File: src/rtl/mem_stage_pkg.sv
// Shared types and widths for the pipeline memory stage: FSM states, beat
// index type and a helper that replaces one 32-bit word inside a vector.
package mem_stage_pkg;
  localparam int VEC_BEATS = 4;
  localparam int WORD_W    = 32;
  localparam int VEC_W     = 128;

  typedef logic [1:0] beat_t;
  typedef enum logic [1:0] {IDLE, REQ, RESP, DONE} state_t;

  function automatic logic [VEC_W-1:0] set_beat(input logic [VEC_W-1:0] v,
                                                input beat_t idx,
                                                input logic [WORD_W-1:0] w);
    logic [VEC_W-1:0] r;
    r = v;
    r[int'(idx)*WORD_W +: WORD_W] = w;
    return r;
  endfunction
endpackage

File: src/rtl/memory_stage_if.sv
// Execute-side inputs, data-memory port and writeback packet of the memory
// stage; slave is the stage itself, master is whoever drives it.
interface memory_stage_if;
  import mem_stage_pkg::*;

  logic               in_valid, in_ready, stall;
  logic               MemRead, MemWrite, VecOp, RegWrite;
  logic [3:0]         Rd;
  logic [WORD_W-1:0]  ALUresult, WriteData;
  logic [VEC_W-1:0]   VALUresult;

  logic               mem_req, mem_we, mem_gnt, mem_rvalid;
  logic [WORD_W-1:0]  mem_addr, mem_wdata, mem_rdata;

  logic               wb_valid, wb_RegWrite, wb_VecOp;
  logic [3:0]         wb_Rd;
  logic [WORD_W-1:0]  wb_data;
  logic [VEC_W-1:0]   wb_dataV;

  modport slave (
    input  in_valid, MemRead, MemWrite, VecOp, RegWrite, Rd, ALUresult,
           WriteData, VALUresult, mem_gnt, mem_rvalid, mem_rdata,
    output in_ready, stall, mem_req, mem_we, mem_addr, mem_wdata,
           wb_valid, wb_RegWrite, wb_VecOp, wb_Rd, wb_data, wb_dataV
  );

  modport master (
    output in_valid, MemRead, MemWrite, VecOp, RegWrite, Rd, ALUresult,
           WriteData, VALUresult, mem_gnt, mem_rvalid, mem_rdata,
    input  in_ready, stall, mem_req, mem_we, mem_addr, mem_wdata,
           wb_valid, wb_RegWrite, wb_VecOp, wb_Rd, wb_data, wb_dataV
  );
endinterface

File: src/rtl/vec_beat_buffer.sv
// 4x32 beat register file: bulk-loaded with vector store data on accept,
// overwritten per beat by load data, read per beat for store data.
module vec_beat_buffer
  import mem_stage_pkg::*;
(
  input  logic              clk,
  input  logic              rst,
  input  logic              load_en,
  input  logic [VEC_W-1:0]  load_data,
  input  logic              wr_en,
  input  beat_t             wr_idx,
  input  logic [WORD_W-1:0] wr_data,
  input  beat_t             rd_idx,
  output logic [WORD_W-1:0] rd_data,
  output logic [VEC_W-1:0]  data_o
);
  logic [VEC_BEATS-1:0][WORD_W-1:0] slot_q, slot_d;

  always_comb begin
    slot_d = slot_q;
    if (load_en)    slot_d         = load_data;
    else if (wr_en) slot_d[wr_idx] = wr_data;
  end

  always_ff @(posedge clk or posedge rst) begin
    if (rst) slot_q <= '0;
    else     slot_q <= slot_d;
  end

  assign rd_data = slot_q[rd_idx];
  assign data_o  = slot_q;
endmodule

File: src/rtl/memory_stage.sv
// Pipeline memory stage: single-outstanding req/gnt/rvalid data access,
// vector ops as four 32-bit beats, registered one-cycle writeback packet.
module memory_stage
  import mem_stage_pkg::*;
(
  input  logic            clk,
  input  logic            rst,
  memory_stage_if.slave   bus
);
  state_t            state_q, state_d;
  beat_t             beat_q, beat_d;
  logic [3:0]        rd_q, rd_d;
  logic              regwrite_q, regwrite_d, vec_q, vec_d, we_q, we_d;
  logic [WORD_W-1:0] alu_q, alu_d, wdata_q, wdata_d;
  logic              mem_req_q, mem_req_d, mem_we_q, mem_we_d;
  logic              wb_valid_q, wb_valid_d, wb_regwrite_q, wb_regwrite_d;
  logic              wb_vec_q, wb_vec_d;
  logic [3:0]        wb_rd_q, wb_rd_d;
  logic [WORD_W-1:0] wb_data_q, wb_data_d;
  logic [VEC_W-1:0]  wb_dataV_q, wb_dataV_d;

  logic              accept, last, finish;
  logic [WORD_W-1:0] buf_word;
  logic [VEC_W-1:0]  buf_vec, merged;

  assign accept = (state_q == IDLE) && bus.in_valid;
  assign last   = vec_q ? (beat_q == 2'd3) : (beat_q == 2'd0);

  vec_beat_buffer u_buf (
    .clk       (clk),
    .rst       (rst),
    .load_en   (accept),
    .load_data (bus.VALUresult),
    .wr_en     ((state_q == RESP) && bus.mem_rvalid),
    .wr_idx    (beat_q),
    .wr_data   (bus.mem_rdata),
    .rd_idx    (beat_q),
    .rd_data   (buf_word),
    .data_o    (buf_vec)
  );

  always_comb begin
    state_d       = state_q;
    beat_d        = beat_q;
    rd_d          = rd_q;
    regwrite_d    = regwrite_q;
    vec_d         = vec_q;
    we_d          = we_q;
    alu_d         = alu_q;
    wdata_d       = wdata_q;
    mem_req_d     = mem_req_q;
    mem_we_d      = mem_we_q;
    wb_valid_d    = 1'b0;
    wb_regwrite_d = wb_regwrite_q;
    wb_vec_d      = wb_vec_q;
    wb_rd_d       = wb_rd_q;
    wb_data_d     = wb_data_q;
    wb_dataV_d    = wb_dataV_q;
    finish        = 1'b0;
    // the final load beat lands in the same edge that fills the writeback
    merged        = set_beat(buf_vec, beat_q, bus.mem_rdata);

    unique case (state_q)
      IDLE: if (bus.in_valid) begin
        beat_d     = '0;
        rd_d       = bus.Rd;
        regwrite_d = bus.RegWrite;
        vec_d      = bus.VecOp;
        we_d       = bus.MemWrite;
        alu_d      = bus.ALUresult;
        wdata_d    = bus.WriteData;
        if (bus.MemRead || bus.MemWrite) begin
          state_d   = REQ;
          mem_req_d = 1'b1;
          mem_we_d  = bus.MemWrite;
        end else begin
          state_d       = DONE;
          wb_valid_d    = 1'b1;
          wb_regwrite_d = bus.RegWrite;
          wb_vec_d      = bus.VecOp;
          wb_rd_d       = bus.Rd;
          wb_data_d     = bus.ALUresult;
          wb_dataV_d    = bus.VALUresult;
        end
      end
      REQ: if (bus.mem_gnt) begin
        if (!we_q) begin
          state_d   = RESP;
          mem_req_d = 1'b0;
        end else if (last) finish = 1'b1;
        else               beat_d = beat_q + 2'd1;
      end
      RESP: if (bus.mem_rvalid) begin
        if (last) finish = 1'b1;
        else begin
          beat_d    = beat_q + 2'd1;
          state_d   = REQ;
          mem_req_d = 1'b1;
        end
      end
      DONE:    state_d = IDLE;
      default: state_d = IDLE;
    endcase

    if (finish) begin
      state_d       = DONE;
      mem_req_d     = 1'b0;
      wb_valid_d    = 1'b1;
      wb_regwrite_d = regwrite_q & ~we_q;
      wb_vec_d      = vec_q;
      wb_rd_d       = rd_q;
      wb_data_d     = we_q ? alu_q  : merged[WORD_W-1:0];
      wb_dataV_d    = we_q ? buf_vec : merged;
    end
  end

  always_ff @(posedge clk or posedge rst) begin
    if (rst) begin
      state_q       <= IDLE;
      beat_q        <= '0;
      rd_q          <= '0;
      regwrite_q    <= 1'b0;
      vec_q         <= 1'b0;
      we_q          <= 1'b0;
      alu_q         <= '0;
      wdata_q       <= '0;
      mem_req_q     <= 1'b0;
      mem_we_q      <= 1'b0;
      wb_valid_q    <= 1'b0;
      wb_regwrite_q <= 1'b0;
      wb_vec_q      <= 1'b0;
      wb_rd_q       <= '0;
      wb_data_q     <= '0;
      wb_dataV_q    <= '0;
    end else begin
      state_q       <= state_d;
      beat_q        <= beat_d;
      rd_q          <= rd_d;
      regwrite_q    <= regwrite_d;
      vec_q         <= vec_d;
      we_q          <= we_d;
      alu_q         <= alu_d;
      wdata_q       <= wdata_d;
      mem_req_q     <= mem_req_d;
      mem_we_q      <= mem_we_d;
      wb_valid_q    <= wb_valid_d;
      wb_regwrite_q <= wb_regwrite_d;
      wb_vec_q      <= wb_vec_d;
      wb_rd_q       <= wb_rd_d;
      wb_data_q     <= wb_data_d;
      wb_dataV_q    <= wb_dataV_d;
    end
  end

  assign bus.in_ready    = (state_q == IDLE);
  assign bus.stall       = (state_q != IDLE);
  assign bus.mem_req     = mem_req_q;
  assign bus.mem_we      = mem_we_q;
  assign bus.mem_addr    = {alu_q[WORD_W-1:2], 2'b00} + {28'd0, beat_q, 2'b00};
  assign bus.mem_wdata   = vec_q ? buf_word : wdata_q;
  assign bus.wb_valid    = wb_valid_q;
  assign bus.wb_RegWrite = wb_regwrite_q;
  assign bus.wb_VecOp    = wb_vec_q;
  assign bus.wb_Rd       = wb_rd_q;
  assign bus.wb_data     = wb_data_q;
  assign bus.wb_dataV    = wb_dataV_q;
endmodule

File: src/flat_wrapper.sv
// flat-port wrapper written by rule: the top's interface ports become plain ports
module memory_stage_flat import mem_stage_pkg::*;
  (clk, rst, bus_in_valid, bus_MemRead, bus_MemWrite, bus_VecOp, bus_RegWrite, bus_Rd, bus_ALUresult, bus_WriteData, bus_VALUresult, bus_mem_gnt, bus_mem_rvalid, bus_mem_rdata, bus_in_ready, bus_stall, bus_mem_req, bus_mem_we, bus_mem_addr, bus_mem_wdata, bus_wb_valid, bus_wb_RegWrite, bus_wb_VecOp, bus_wb_Rd, bus_wb_data, bus_wb_dataV);
  memory_stage_if bus_i ();
  input  logic clk;
  input  logic rst;
  input wire logic [$bits(bus_i.in_valid)-1:0] bus_in_valid;
  input wire logic [$bits(bus_i.MemRead)-1:0] bus_MemRead;
  input wire logic [$bits(bus_i.MemWrite)-1:0] bus_MemWrite;
  input wire logic [$bits(bus_i.VecOp)-1:0] bus_VecOp;
  input wire logic [$bits(bus_i.RegWrite)-1:0] bus_RegWrite;
  input wire logic [$bits(bus_i.Rd)-1:0] bus_Rd;
  input wire logic [$bits(bus_i.ALUresult)-1:0] bus_ALUresult;
  input wire logic [$bits(bus_i.WriteData)-1:0] bus_WriteData;
  input wire logic [$bits(bus_i.VALUresult)-1:0] bus_VALUresult;
  input wire logic [$bits(bus_i.mem_gnt)-1:0] bus_mem_gnt;
  input wire logic [$bits(bus_i.mem_rvalid)-1:0] bus_mem_rvalid;
  input wire logic [$bits(bus_i.mem_rdata)-1:0] bus_mem_rdata;
  output wire logic [$bits(bus_i.in_ready)-1:0] bus_in_ready;
  output wire logic [$bits(bus_i.stall)-1:0] bus_stall;
  output wire logic [$bits(bus_i.mem_req)-1:0] bus_mem_req;
  output wire logic [$bits(bus_i.mem_we)-1:0] bus_mem_we;
  output wire logic [$bits(bus_i.mem_addr)-1:0] bus_mem_addr;
  output wire logic [$bits(bus_i.mem_wdata)-1:0] bus_mem_wdata;
  output wire logic [$bits(bus_i.wb_valid)-1:0] bus_wb_valid;
  output wire logic [$bits(bus_i.wb_RegWrite)-1:0] bus_wb_RegWrite;
  output wire logic [$bits(bus_i.wb_VecOp)-1:0] bus_wb_VecOp;
  output wire logic [$bits(bus_i.wb_Rd)-1:0] bus_wb_Rd;
  output wire logic [$bits(bus_i.wb_data)-1:0] bus_wb_data;
  output wire logic [$bits(bus_i.wb_dataV)-1:0] bus_wb_dataV;
  assign bus_i.in_valid = bus_in_valid;
  assign bus_i.MemRead = bus_MemRead;
  assign bus_i.MemWrite = bus_MemWrite;
  assign bus_i.VecOp = bus_VecOp;
  assign bus_i.RegWrite = bus_RegWrite;
  assign bus_i.Rd = bus_Rd;
  assign bus_i.ALUresult = bus_ALUresult;
  assign bus_i.WriteData = bus_WriteData;
  assign bus_i.VALUresult = bus_VALUresult;
  assign bus_i.mem_gnt = bus_mem_gnt;
  assign bus_i.mem_rvalid = bus_mem_rvalid;
  assign bus_i.mem_rdata = bus_mem_rdata;
  assign bus_in_ready = bus_i.in_ready;
  assign bus_stall = bus_i.stall;
  assign bus_mem_req = bus_i.mem_req;
  assign bus_mem_we = bus_i.mem_we;
  assign bus_mem_addr = bus_i.mem_addr;
  assign bus_mem_wdata = bus_i.mem_wdata;
  assign bus_wb_valid = bus_i.wb_valid;
  assign bus_wb_RegWrite = bus_i.wb_RegWrite;
  assign bus_wb_VecOp = bus_i.wb_VecOp;
  assign bus_wb_Rd = bus_i.wb_Rd;
  assign bus_wb_data = bus_i.wb_data;
  assign bus_wb_dataV = bus_i.wb_dataV;
  memory_stage u_core (.clk(clk), .rst(rst), .bus(bus_i));
endmodule
File: config.mk
export PLATFORM = sky130hd
export DESIGN_NAME = memory_stage_flat
export DESIGN_NICKNAME = d
export VERILOG_FILES = /design/src/rtl/mem_stage_pkg.sv /design/src/rtl/memory_stage_if.sv /design/src/rtl/vec_beat_buffer.sv /design/src/rtl/memory_stage.sv /design/src/flat_wrapper.sv
export SDC_FILE = /design/constraint.sdc
export NUM_CORES = 1
export LEC_CHECK = 0
export CAP_MARGIN = 20
export CORE_MARGIN = 2
export CORE_UTILIZATION = 55
export CTS_BUF_LIST = sky130_fd_sc_hd__clkbuf_4 sky130_fd_sc_hd__clkbuf_8
export DETAILED_ROUTE_END_ITERATION = 6
export DONT_BUFFER_PORTS = 1
export MAX_ROUTING_LAYER = met4
export PLACE_DENSITY = 0.79
export SYNTH_ARGS = -nofsm -noshare
export SYNTH_HDL_FRONTEND = slang
export SYNTH_SLANG_ARGS = --single-unit
File: constraint.sdc
create_clock -name clk -period 39.7 [get_ports clk]
set_clock_uncertainty 0.2 [all_clocks]
set_input_delay 7.94 -clock clk [delete_from_list [all_inputs] [get_ports clk]]
set_output_delay 7.94 -clock clk [all_outputs]
set_load 0.01 [all_outputs]
* Yosys cells after proc, flatten, opt, wreduce, memory -nomap -nowiden
Cells that the tools add are included.
** Storage, ports and cells
- Word-level logic and storage cells :: 125
- Output and inout port bits :: 235
- Bits of input ports :: 237
- Bits in registers :: 372
** Operators by class
- Shift-type cells :: 2
- Multiplexer cells :: 63
- Reductions and logical operators :: 18
- $lt $le $gt $ge :: 2
- Bitwise operators :: 2
- Equality and inequality tests :: 15
- $add $sub $neg :: 3
** Operator list (count)
- 128-bit 2-to-1 mux :: 7
- 128-bit bitwise mux :: 2
- 32-bit 2-to-1 mux :: 8
- 32-bit by 33-bit variable shift with 128-bit output, first input constant :: 1
- 32-bit by 33-bit variable part select with 128-bit output :: 1
- 32-bit binary-select mux with 2-bit select :: 1
- 32-bit demux with 2-bit select :: 1
- 7-bit negator with 33-bit output :: 1
- 32-bit by 4-bit adder with 32-bit output :: 1
- 1-bit 2-to-1 mux :: 24
- 2-bit 2-to-1 mux :: 12
- 4-bit 2-to-1 mux :: 4
- 5-bit AND reduction :: 2
- 3-bit by 2-bit != test with 1-bit output, second input constant :: 3
- 2-bit one-hot mux with 4 select lines :: 1
- 2-bit nonzero test :: 4
- 7-bit AND reduction :: 1
- 2-bit equality test, second input constant :: 3
- 2-bit != test, second input constant :: 3
- 3-bit != test, second input constant :: 2
- 2-bit one-hot mux with 3 select lines :: 1
- 3-bit AND reduction :: 2
- 2-bit logical NOT :: 2
- 2-bit by 1-bit != test with 1-bit output, second input constant :: 2
- other kinds (14) :: 16

* Logic depth before layout (Yosys ltp)
Gate-level depths: netlist of the first run.
- Depth after elaboration :: 8
- Gate-level depth with buffers :: 12
- Mapped depth without buffers :: 8

* By module
A second synthesis of the first run with hierarchy kept.
** Unflattened totals
- Cell total of the unflattened synthesis :: 2102
- Area total of the unflattened synthesis :: 20484.6 um^2
** By module, submodules not included
- memory_stage :: times used 1, area an instance 13460.4 um^2, sequential area each 6105.9 um^2, cells an instance 1357
- vec_beat_buffer :: times used 1, area an instance 7024.2 um^2, sequential area each 3203.1 um^2, cells an instance 745

* Least setup slack after synthesis of the first run
Ideal clock, no wire load.
- Path kind :: register to output
- Start :: register u_core.beat_q[1]
- End :: output bus_mem_addr[28]
- Setup slack :: 28.843 ns
- Buffers on the path :: 3
- Arrival :: 2.717 ns
- Stages on the path, launching flop included :: 11
- Required time :: 31.560 ns
- Cells stage by stage :: dfrtp_1 > buf_2 > buf_2 > buf_4 > inv_1 > fa_1 > and3b_2 > nand3_4 > nor3_4 > nand4_1 > xnor2_1
** Between the ends
- Word-level cells in the longest chain between the ends :: 1
** Ends and longest elaborated chain
- from (decl) :: line memory_stage.sv:11 : beat_t beat_q, beat_d;
- from (signal assigned) :: line memory_stage.sv:137 : beat_q <= beat_d;
- 32-bit by 4-bit adder with 32-bit output :: line memory_stage.sv:159 : assign bus.mem_addr = {alu_q[WORD_W-1:2], 2'b00} + {28'd0, beat_q, 2'b00};
- to (decl) :: line flat_wrapper.sv:23 : output wire logic [$bits(bus_i.mem_addr)-1:0] bus_mem_addr;
No other way between the ends.

* Final worst setup path of the first run
- Start :: register u_core.beat_q[0]
- End :: output bus_mem_addr[18]
Same word-level chain as after synthesis.

==> results of run 1 <==
-- metal layers --
| layer | track usage | part of all wire |
|---|---|---|
| met5 | - | 0 |
| met4 | 0.182 | 0.052 |
| met3 | 0.112 | 0.12 |
| met2 | 0.541 | 0.45 |
| met1 | 0.470 | 0.38 |
-- sequential cells by signal (all words and copies together), names as in the netlist, 2 cells and up --
signal / flops
u_core.alu_q: 32
u_core.bus.wb_Rd: 4
u_core.bus.wb_data: 32
u_core.u_buf.data_o: 128
u_core.beat_q: 2
u_core.state_q: 2
u_core.bus.wb_dataV: 128
u_core.rd_q: 4
u_core.wdata_q: 32
-- synthesized netlist by cell type, types with 3 or more instances --
cell,n
a211oi_1,33
a21oi_1,35
a221oi_1,128
a31oi_1,166
and3_1,4
buf_2,95
buf_4,23
buf_6,3
clkbuf_1,97
dfrtp_1,372
ha_1,12
inv_1,12
mux2_2,32
mux2i_1,131
mux4_2,32
nand2_1,691
nand3_1,14
nand4_1,8
nor2_1,43
nor2b_1,32
o21ai_0,133
xnor2_1,25
xor2_1,3
-- path summary, 6_finish.rpt --
path / startpoint / slack [ps] / endpoint / cells after the start
hold reg to reg: u_core.wdata_q[7] / 280 / u_core.wdata_q[7] / 2
setup reg to reg: u_core.beat_q[0] / 34480 / u_core.bus.wb_dataV[78] / 9
hold / removal: u_core.wdata_q[7] / 280 / u_core.wdata_q[7] / 2
setup / recovery: u_core.beat_q[0] / 27820 / bus_mem_addr[18] / 9
min in group asynchronous: rst / 7160 / u_core.bus.wb_dataV[98] / 1
max in group asynchronous: rst / 30510 / u_core.beat_q[1] / 2
-- cell families (layout without fill, tap and decap cells) --
| logic type | after synthesis | after routing | share of synthesized area |
|---|---|---|---|
| DFF | 372 | 372 | 0.468 |
| other | 1 | 2 | 0.000189 |
| xor gates and xnor gates | 28 | 28 | 0.0123 |
| buffers and inverters | 232 | 141 | 0.0552 |
| adders and majority gates | 13 | 13 | 0.00856 |
| AOI/OAI and AO/OA | 501 | 501 | 0.165 |
| and+or+nand+nor | 815 | 815 | 0.169 |
| muxes | 196 | 196 | 0.121 |
-- critical path: stages (launching register included) --
cell and delay (ps):
dfrtp_2 340, buf_4 660, ha_1 310, inv_1 60, fa_1 400, and3b_2 300
nand3_4 110, nor3_4 400, nand3_1 150, xnor2_1 340
-- power groups by stage --
stage          Combinational (mW)  Sequential [mW]  Clock, mW
3_3_place_gp                0.635            0.785          0
6_report                    0.668            0.794      0.351
5_1_grt                     0.728            0.810      0.367
3_5_place_dp                0.660            0.790          0
4_1_cts                     0.661            0.786      0.350
2_1_floorplan               0.510            0.709          0
-- through the flow --
stage | worst slack [ps] | power (mW) | area [um2] | util | instances
after floorplan | 21230 | 1.22 | 19900 | - | 2159
after global placement | 28530 | 1.42 | 19700 | 0.554 | 2425
after detailed placement | 28480 | 1.45 | 19700 | 0.554 | 2426
after CTS | 27780 | 1.80 | 21000 | 0.589 | 2527
after global routing | 27670 | 1.91 | 21000 | 0.591 | 2529
final | 27820 | 1.81 | 21000 | 0.591 | 2529
-- final cells by class --
cell class | instances | area [um2] | area share
multi-input combinational | 1555 | 9560 | 0.455
clock inverter | 5 | 27.5 | 0.00131
clock buffer | 96 | 1220 | 0.0581
inverter | 14 | 60.1 | 0.00286
timing repair buffer | 26 | 251 | 0.0120
sequential | 372 | 9310 | 0.443
tap | 461 | 577 | 0.0275
==> results_dict.tcl, run 1 <==
set metrics [dict create \
    die_h_um 194 \
    power.switching_mw 0.802 \
    final_antenna_net_count 0 \
    status "finished, violations left" \
    setup_viol 0 \
    ios 472 \
    grt_first_pass_wirelength_mm 105 \
    start_util 0.559 \
    hpwl_mm 45.3 \
    worst_slew_pin_slew_ps 1130 \
    tritoncts "yes" \
    ys_seq_area_frac 0.468 \
    fmax_mhz 84.2 \
    synthArstFlopShare 1.00 \
    syn_area_per_cell_um2 9.22 \
    clk_latency_ps 660 \
    start_kind "register" \
    grt_start_max_net_pins 180 \
    postCtsHoldBufs 0 \
    drt_iter0_markers 2068 \
    diodes 0 \
    grt_usage 0.370 \
    final_common_cell "nand2_1" \
    core-area_um2 35600 \
    swShare 0.443 \
    wl_per_cell_um 27.5 \
    antenna_found_initial 0 \
    grt_overflow 0 \
    syn2layout_area_growth_pct 5.64 \
    wl_mm 69.5 \
    cts_resized 0 \
    intPower_mw 1.01 \
    syn_inst 2158 \
    grt_pass1_vias 16800 \
    ys_ff_latch 372 \
    hold_viol 0 \
    dieArea_um2 37700 \
    rsz0062_at_grt "false" \
    leakagePower_nw 9.75 \
    violations "DRC" \
    combPwrFrac 0.368 \
    post_cts_buffers 0 \
    cts.sinks 372 \
    synth.cell_area_um2 19900 \
    cap_violations 0 \
    cp.required_ps 31560 \
    clock_tree.root_cell "clkbuf_8" \
    hold_class "register to register" \
    critPathCaptureType "primary output" \
    vdd_ir_drop_max_mv 0.0650 \
    power_density_nw_per_um2 86.2 \
    cts_made_buffers 61 \
    synth_cell_types 48 \
    fin_crit_sh 0.299 \
    synth_top_area_cell "dfrtp_1" \
    num_rows 69 \
    final_nets 2280 \
    place.gp.congestion 0.924 \
    synth-main-ff-cell "dfrtp_1" \
    drcViolationCount 17 \
    layout-drive-gt1-share 0.108 \
    ys_warn_count 0 \
    period_minus_slack_ps 11880 \
    seqPwrFrac 0.438 \
    slew_headroom 0.245 \
    clockPowerShare 0.194 \
    die_x_um 194 \
    setup_tns_ps 0 \
    layout_common_cells "687 x nand2_1, 368 x dfrtp_1, 166 x a31oi_1" \
    clk_pin_slew_ps 60 \
    crit_arrival_ps 3740 \
    path_max_fanout 40 \
    htreeDepth 2 \
    cts_max_path_buffers 3 \
    vias 17300 \
    hold_slack_ps 276 \
    path_class "register to primary output" \
    synth.area.top_cells "dfrtp_1 47%, nand2_1 13%, mux2i_1 6.6%, a221oi_1 5.6%, a31oi_1 5.2%" \
    synth_top_area_frac 0.468 \
    fillCellCount 2969 \
    final-max-slew-violation-count 0 \
    first_pass_iters 7 \
    synth_edf_count 0 \
    port_buffers 0 \
    viasPerCell 6.84 \
]
Power figures use the tool's default switching activity.
==> run 2: changes to the inputs <==
- clock period: 39.7 -> 11.95 ns (I/O delays scaled with it)
==> results_dict.tcl, run 2 (synthesized netlist as in run 1, its figures left out) <==
set metrics [dict create \
    num_rows 69 \
    crit_arrival_ps 3140 \
    layout_common_cells "687 x nand2_1, 368 x dfrtp_1, 166 x a31oi_1" \
    wl_mm 69.6 \
    final_common_cell "nand2_1" \
    cts.sinks 372 \
    reg2reg_from "u_core.beat_q[0]" \
    hpwl_mm 45.0 \
    path_cells "buf_4 -> ha_1 -> a21o_1 -> nand3_1 -> nor3_4 -> nand4_1 -> xnor2_1" \
    syn2layout_area_growth_pct 6.33 \
    post_cts_buffers 0 \
    dp_slack_ps 6360 \
    die_x_um 194 \
    hold_viol 0 \
    min_path_cells 2 \
    viasPerCell 6.84 \
    cts_max_path_buffers 3 \
    port_buffers 0 \
    leakagePower_nw 9.81 \
    max_stage_delay_ps 590 \
    path_max_fanout 36 \
    worst_slew_pin_slew_ps 1120 \
    worst_r2r_path_depth 9 \
    drt_iter0_markers 2159 \
    setup_viol 0 \
    setup_tns_ps 0 \
    core-area_um2 35600 \
    start_kind "register" \
    cp.required_ps 9360 \
    critPathCaptureType "primary output" \
    grt_usage 0.376 \
    rr_endpoint "u_core.bus.wb_dataV[77]" \
    clk_pin_slew_ps 60 \
    vias 17400 \
    status "completed" \
    die_h_um 194 \
    grt_overflow 0 \
    diodes 0 \
    ios 472 \
    final-max-slew-violation-count 0 \
    clock_tree.root_cell "clkbuf_8" \
    clk_latency_ps 630 \
    critPathBufInv 1 \
    place_inst 2427 \
    htreeDepth 3 \
    layout-drive-gt1-share 0.113 \
    final_antenna_net_count 0 \
    slew_headroom 0.245 \
    path_class "register to primary output" \
    grt_first_pass_wirelength_mm 106 \
    fin_util 0.595 \
    rsz0062_at_grt "false" \
    postCtsHoldBufs 0 \
    finalNonFillerCells 2540 \
    drcViolationCount 0 \
    period_minus_slack_ps 5730 \
    slowest_stage "buf_4" \
    hold_class "register to register" \
    grt_pass1_vias 16700 \
    final_nets 2285 \
    fmax_mhz 174 \
    hold_slack_ps 270 \
    startpoint "u_core.beat_q[1]" \
    fin_ws_ps 6220 \
    cts_resized 0 \
    cts_made_buffers 66 \
    tritoncts "yes" \
    grt_start_max_net_pins 181 \
    dieArea_um2 37700 \
    first_pass_iters 6 \
    cap_violations 0 \
    whs_endpoint "u_core.wdata_q[21]" \
    hold_start "u_core.wdata_q[21]" \
    critical-path-top-delay-family "simple AND/OR/NAND/NOR gates" \
    power_density_nw_per_um2 289 \
    place.gp.congestion 0.947 \
    vdd_ir_drop_max_mv 0.285 \
    start_util 0.559 \
    reg2reg_slack_ps 6920 \
    wl_per_cell_um 27.4 \
    antenna_found_initial 0 \
    fin_crit_sh 0.480 \
]
run 2: cell count changes in the layout (fill, tap and decap cells not counted):
cell,change
clkinvlp_4,+1
clkbuf_8,+3
bufinv_16,+1
inv_8,-1
clkinv_2,-3
clkbuf_4,+10
buf_6,-1
buf_12,+1
run 2: area by class of cell:
class | count | area (um2)
clock buffer | 109 | 1340
clock inverter | 3 | 42.5
fill | 3003 | 14400
inverter | 14 | 56.3
multi-input combinational | 1555 | 9560
sequential | 372 | 9310
tap | 461 | 577
timing repair buffer | 26 | 260
run 2: layer usage:
layer | GRT usage | up-vias | share of wire
met1 | 0.480 | 8473 | 0.37
li1 | - | 7377 | -
met4 | 0.178 | 0 | 0.052
met2 | 0.551 | 1307 | 0.45
met3 | 0.111 | 229 | 0.13
met5 | - | - | 0
run 2: metrics by stage:
stage	total power [mW]	area [um2]
floorplan	4.05	19900
global placement	4.72	19700
detailed placement	4.82	19700
CTS	6.07	21100
global route	6.44	21100
finish	6.12	21100
run 2: power breakdown:
group,internal [mW],switching [mW],total [mW]
clock,0.722,0.540,1.26
combinational,0.840,1.38,2.22
sequential,1.88,0.760,2.64
total,3.44,2.68,6.12
run 2: worst reg2reg max path: stages, from the launching register on:
cell	delay, ps
dfrtp_2	360
buf_4	680
inv_2	270
ha_2	270
mux2_4	300
nand3_4	710
buf_4	840
buf_4	880
a221oi_1	220
a31oi_1	200
run 2: how the worst max path moves through the flow:
| stage | endpoint | slack (ps) | depth (start not counted) |
|---|---|---|---|
| after global placement | u_core.bus.wb_dataV[113] | 6450 | 7 |
| after detailed placement | u_core.bus.wb_dataV[77] | 6360 | 7 |
| after CTS | bus_mem_addr[31] | 6200 | 7 |
| after floorplan | u_core.alu_q[0] | 4370 | 1 |
| final | bus_mem_addr[31] | 6220 | 7 |
| after global routing | bus_mem_addr[31] | 6120 | 7 |
